==> config.mk <==
export PLATFORM = sky130hd
export DESIGN_NAME = memory_arbiter
export DESIGN_NICKNAME = d
export VERILOG_FILES = /design/src/rtl/memory_arbiter.sv
export SDC_FILE = /design/constraint.sdc
export NUM_CORES = 1
export LEC_CHECK = 0
export BUFFER_PORTS_ARGS = -buffer_cell sky130_fd_sc_hd__buf_2
export CAP_MARGIN = 30
export CORE_AREA = 2 2 142 144
export DETAILED_ROUTE_END_ITERATION = 10
export DIE_AREA = 0 0 144 146
export PLACE_DENSITY = 0.4
export SLEW_MARGIN = 25
export SYNTH_ARGS = -nofsm -noshare
export SYNTH_HDL_FRONTEND = slang
export SYNTH_SLANG_ARGS = --single-unit
==> constraint.sdc <==
create_clock -name CLK -period 2.3 [get_ports CLK]
set_input_delay 0 -clock CLK [delete_from_list [all_inputs] [get_ports CLK]]
set_output_delay 0 -clock CLK [all_outputs]
set_load 0.02 [all_outputs]
==> src/rtl/memory_arbiter.sv <==
// rtl/memory_arbiter.sv - shared RAM port arbiter for per-core icache/dcache word requests
// Data beats instruction, round-robin per class, dcache blocks held atomically.
module memory_arbiter #(
  parameter int CPUS        = 2,
  parameter int BLOCK_WORDS = 2
) (
  input  logic                 CLK,
  input  logic                 n_rst,
  input  logic [CPUS-1:0]      iREN,
  input  logic [32*CPUS-1:0]   iaddr,
  output logic [CPUS-1:0]      iwait,
  output logic [31:0]          iload,
  input  logic [CPUS-1:0]      dREN,
  input  logic [CPUS-1:0]      dWEN,
  input  logic [32*CPUS-1:0]   daddr,
  input  logic [32*CPUS-1:0]   dstore,
  output logic [CPUS-1:0]      dwait,
  output logic [31:0]          dload,
  output logic                 ramREN,
  output logic                 ramWEN,
  output logic [31:0]          ramaddr,
  output logic [31:0]          ramstore,
  input  logic [31:0]          ramload,
  input  logic [1:0]           ramstate
);

  localparam int OW = (CPUS > 1) ? $clog2(CPUS) : 1;
  localparam int CW = (BLOCK_WORDS > 1) ? $clog2(BLOCK_WORDS) : 1;
  localparam logic [1:0]    RAM_ACCESS = 2'd2;
  localparam logic [OW-1:0] LAST_CPU   = OW'(CPUS - 1);
  localparam logic [CW-1:0] LAST_WORD  = CW'(BLOCK_WORDS - 1);

  typedef enum logic [1:0] {IDLE, DATA_XFER, INSTR_XFER} state_t;

  state_t        state_q, state_d;
  logic [OW-1:0] owner_q, owner_d;
  logic [CW-1:0] cnt_q, cnt_d;
  logic [OW-1:0] d_rr_q, d_rr_d;
  logic [OW-1:0] i_rr_q, i_rr_d;
  logic [CPUS-1:0] d_req;

  assign d_req = dREN | dWEN;
  assign iload = ramload;
  assign dload = ramload;

  // Walk downward so the requester nearest to ptr is the last (winning) assignment.
  function automatic logic [OW-1:0] rr_pick(input logic [CPUS-1:0] req, input logic [OW-1:0] ptr);
    logic [OW-1:0] pick;
    pick = ptr;
    for (int k = CPUS - 1; k >= 0; k--) begin
      if (req[(int'(ptr) + k) % CPUS]) pick = OW'((int'(ptr) + k) % CPUS);
    end
    return pick;
  endfunction

  function automatic logic [OW-1:0] next_cpu(input logic [OW-1:0] c);
    return (c == LAST_CPU) ? '0 : c + 1'b1;
  endfunction

  always_comb begin
    state_d  = state_q;
    owner_d  = owner_q;
    cnt_d    = cnt_q;
    d_rr_d   = d_rr_q;
    i_rr_d   = i_rr_q;
    iwait    = '1;
    dwait    = '1;
    ramREN   = 1'b0;
    ramWEN   = 1'b0;
    ramaddr  = '0;
    ramstore = '0;
    case (state_q)
      IDLE: begin
        if (|d_req) begin
          owner_d = rr_pick(d_req, d_rr_q);
          cnt_d   = '0;
          state_d = DATA_XFER;
        end else if (|iREN) begin
          owner_d = rr_pick(iREN, i_rr_q);
          cnt_d   = '0;
          state_d = INSTR_XFER;
        end
      end
      DATA_XFER: begin
        ramaddr  = daddr[32*owner_q +: 32];
        ramstore = dstore[32*owner_q +: 32];
        ramWEN   = dWEN[owner_q];
        ramREN   = dREN[owner_q] & ~dWEN[owner_q];
        if (!d_req[owner_q]) begin
          state_d = IDLE;
        end else if (ramstate == RAM_ACCESS) begin
          dwait[owner_q] = 1'b0;
          cnt_d          = cnt_q + 1'b1;
          if (cnt_q == LAST_WORD) begin
            state_d = IDLE;
            d_rr_d  = next_cpu(owner_q);
          end
        end
      end
      INSTR_XFER: begin
        ramaddr = iaddr[32*owner_q +: 32];
        ramREN  = iREN[owner_q];
        if (!iREN[owner_q]) begin
          state_d = IDLE;
        end else if (ramstate == RAM_ACCESS) begin
          iwait[owner_q] = 1'b0;
          i_rr_d         = next_cpu(owner_q);
          state_d        = IDLE;
        end
      end
      default: state_d = IDLE;
    endcase
  end

  always_ff @(posedge CLK or negedge n_rst) begin
    if (!n_rst) begin
      state_q <= IDLE;
      owner_q <= '0;
      cnt_q   <= '0;
      d_rr_q  <= '0;
      i_rr_q  <= '0;
    end else begin
      state_q <= state_d;
      owner_q <= owner_d;
      cnt_q   <= cnt_d;
      d_rr_q  <= d_rr_d;
      i_rr_q  <= i_rr_d;
    end
  end

endmodule
==> summary.txt <==
Crit path kind: flip-flop to output pin
Flops & latches, synth: 6
Crit. End Element: output pin
Die Area: 0.0210 mm²
Hold Crit Class: primary input to output pin
Period Utilization, post-route: 0.927
Post-DP HPWL: 9630 µm
Final Power: 4.11 mW
Setup TNS: 0 ns
Global-route wire length before repair: 15200 µm
Status: complete, no violations
Initial antenna violation count: 0
Layout overhead on the synthesized area: 54.7%
GRT Util Overall: 0.0922
Critical path cell sequence: inv_1, ha_4, buf_4, mux4_2, and2_1, buf_2
Worst-margin pin slew: 0.360 ns
Synthesized area: 0.00244 mm²
Largest net degree at the start of global routing: 41
CP max-delay cell: mux4_2
P_leak: 1.95 nW
Vias: 2774
Skew-Pair Late Insertion Delay: 0.23 ns
TritonRoute pass-1 iters: 4
Num rows: 51
PortBufs: 271
Clock-pin slew on the worst setup and hold paths: 0.04 ns
RSZ-0062 raised after global routing: false
Clk_skew: 0.00242 ns
Max-Cap Viols: 0
Grt ovf: 0
Vias in the first global route: 2853
# setup viols final: 0
TritonCTS buffer count: 3
Root buf cell: clkbuf_16
Syn Inst Count: 267
Vias per inst: 3.76
Slew HR: 0.758
Diode count: 0
Sequential element share of the synthesized area: 0.0614
Longest Clk Path Bufs: 2
Power Dens Cells: 1090 mW/mm²
Slew Limit Fails: 0
Fin. Hold Viols: 0
Ys async rst share: 1.00
Starting Density: 0.126
Dpl ws: 0.216 ns
H-tree depth: 1
Fin nets: 710
WP data required: 2.30 ns
Fillers: 2210
Tmin final: 2.13 ns
CTS tree: yes
Post-route ant nets: 0
PnR worst setup slack: 0.169 ns
Die W: 144 µm
Post-route DRC violation count: 0
Starting DRT DRC Count: 31
EDFF count, synth: 0
CTS sink cnt: 6
Worst vdd ir: 398 µV
Critical Path AT: 2.13 ns
Die height: 146 µm
Max incr delay on CP: 0.52 ns
Most used DFF post-synth: dfrtp_1
F_max: 0.469 GHz
Core Area: 0.0193 mm²
Post-synth cell types: 40
Share of cells above drive strength 1: 0.689
Wire length per cell: 15.2 µm
CP max FO: 11
IO Pins: 368
Critical path startpoint category: flip-flop
GP Congestion: 0.755
Drt total wl: 11200 µm
Mean area per synthesized cell: 9.15 µm²
Syn_nets: 504
Yosys warning total: 0
[sequential cells by signal, summed over array words and instances (netlist names)]
| name | flops |
|---|---|
| d_rr_q | 1 |
| i_rr_q | 1 |
| owner_q | 1 |
| cnt_q | 1 |
| state_q | 2 |
[layer usage]
| metal | up-vias | track usage | wire [µm] |
|---|---|---|---|
| li1 | 1307 | - | - |
| met1 | 1246 | 0.103 | 4320 |
| met2 | 202 | 0.174 | 5390 |
| met3 | 19 | 0.0230 | 1310 |
| met4 | 0 | 0.0191 | 167 |
| met5 | - | 0 | 0 |
[where the power goes]
group	internal (mW)	switching (mW)
combinational	1.54	2.07
sequential	0.155	0.0517
clock	0.230	0.0616
total	1.93	2.18
[area by class of cell]
class / instances / area, µm² / area share
clock buffer: 4 / 78.8 / 0.0208
inverter: 5 / 18.8 / 0.00496
multi-input combinational: 174 / 1700 / 0.449
sequential: 6 / 154 / 0.0407
tap: 265 / 332 / 0.0877
timing repair buffer: 283 / 1500 / 0.396
[cell families (layout without fill, tap and decap cells)]
kind of cell	after synthesis	count (layout)	synth area share
compound gates	17	17	0.0507
xor+xnor	1	1	0.00358
fa+ha+maj	3	3	0.0154
simple gates	87	87	0.186
flops	6	6	0.0614
buf+inv	87	292	0.248
mux	66	66	0.435
[critical path: cells and delay by family (launching register included)]
family        cells  cell delay (ns)
mux               1             0.52
buf+inv           3             0.50
fa+ha+maj         1             0.31
flops             1             0.39
simple gates      1             0.18
[synth_stat cells, types with 2 or more instances]
library cell	instances	area (µm²)
a31oi_1	2	12.5
and2_1	32	200
buf_6	2	22.5
o21ai_0	3	15.0
buf_2	5	25.0
nand3_1	4	20.0
ha_1	3	37.5
nand4_1	2	12.5
o31ai_1	2	15.0
buf_4	69	518
nor2_1	35	131
nand2_1	3	11.3
dfrtp_1	6	150
inv_1	4	15.0
mux2i_1	33	330
clkbuf_1	6	22.5
nor3_1	2	10.0
mux4_2	32	721
[worst paths after layout]
kind                              from     endpoint  slack [ns]  depth (start not counted)
setup / recovery            state_q[0]  ramaddr[29]        0.17                          6
hold / removal             ramload[24]    iload[24]     0.00001                          0
setup reg to reg            state_q[1]   state_q[0]        0.61                          6
hold reg to reg                 d_rr_q       d_rr_q        0.49                          2
max in group asynchronous        n_rst      owner_q        1.99                          2
min in group asynchronous        n_rst      owner_q        0.13                          2
[layout by cell type, fill, tap and decap left out, drive strengths merged, types with 3 or more instances in the layout]
| master | n |
|---|---|
| clkbuf | 4 |
| nand3 | 4 |
| nor2 | 35 |
| ha | 3 |
| mux4 | 32 |
| and2 | 33 |
| mux2i | 33 |
| buf | 282 |
| dfrtp | 6 |
| o21ai | 3 |
| inv | 5 |
| nand2 | 3 |
[stage by stage]
step	instances	hold slack [ns]	cell area (µm²)	util
final	737	0.0000115	3780	0.196
after global routing	737	0.0000451	3780	0.196
after CTS	737	0.000200	3780	0.196
after detailed placement	732	-0.155	3680	0.190
after floorplan	267	-0.296	2440	-
after global placement	732	-0.156	3680	0.190
[timing repair]
| item | 4_1_cts | 5_1_grt |
|---|---|---|
| setup buffers | 0 | 0 |
| hold buffers | 1 | 0 |
| gates resized for setup | 1 | 0 |
| endpoints found under the hold margin | 6 | 0 |
| setup endpoints to repair | 3 | 0 |
No activity file was read; power rests on OpenSTA's default activity.
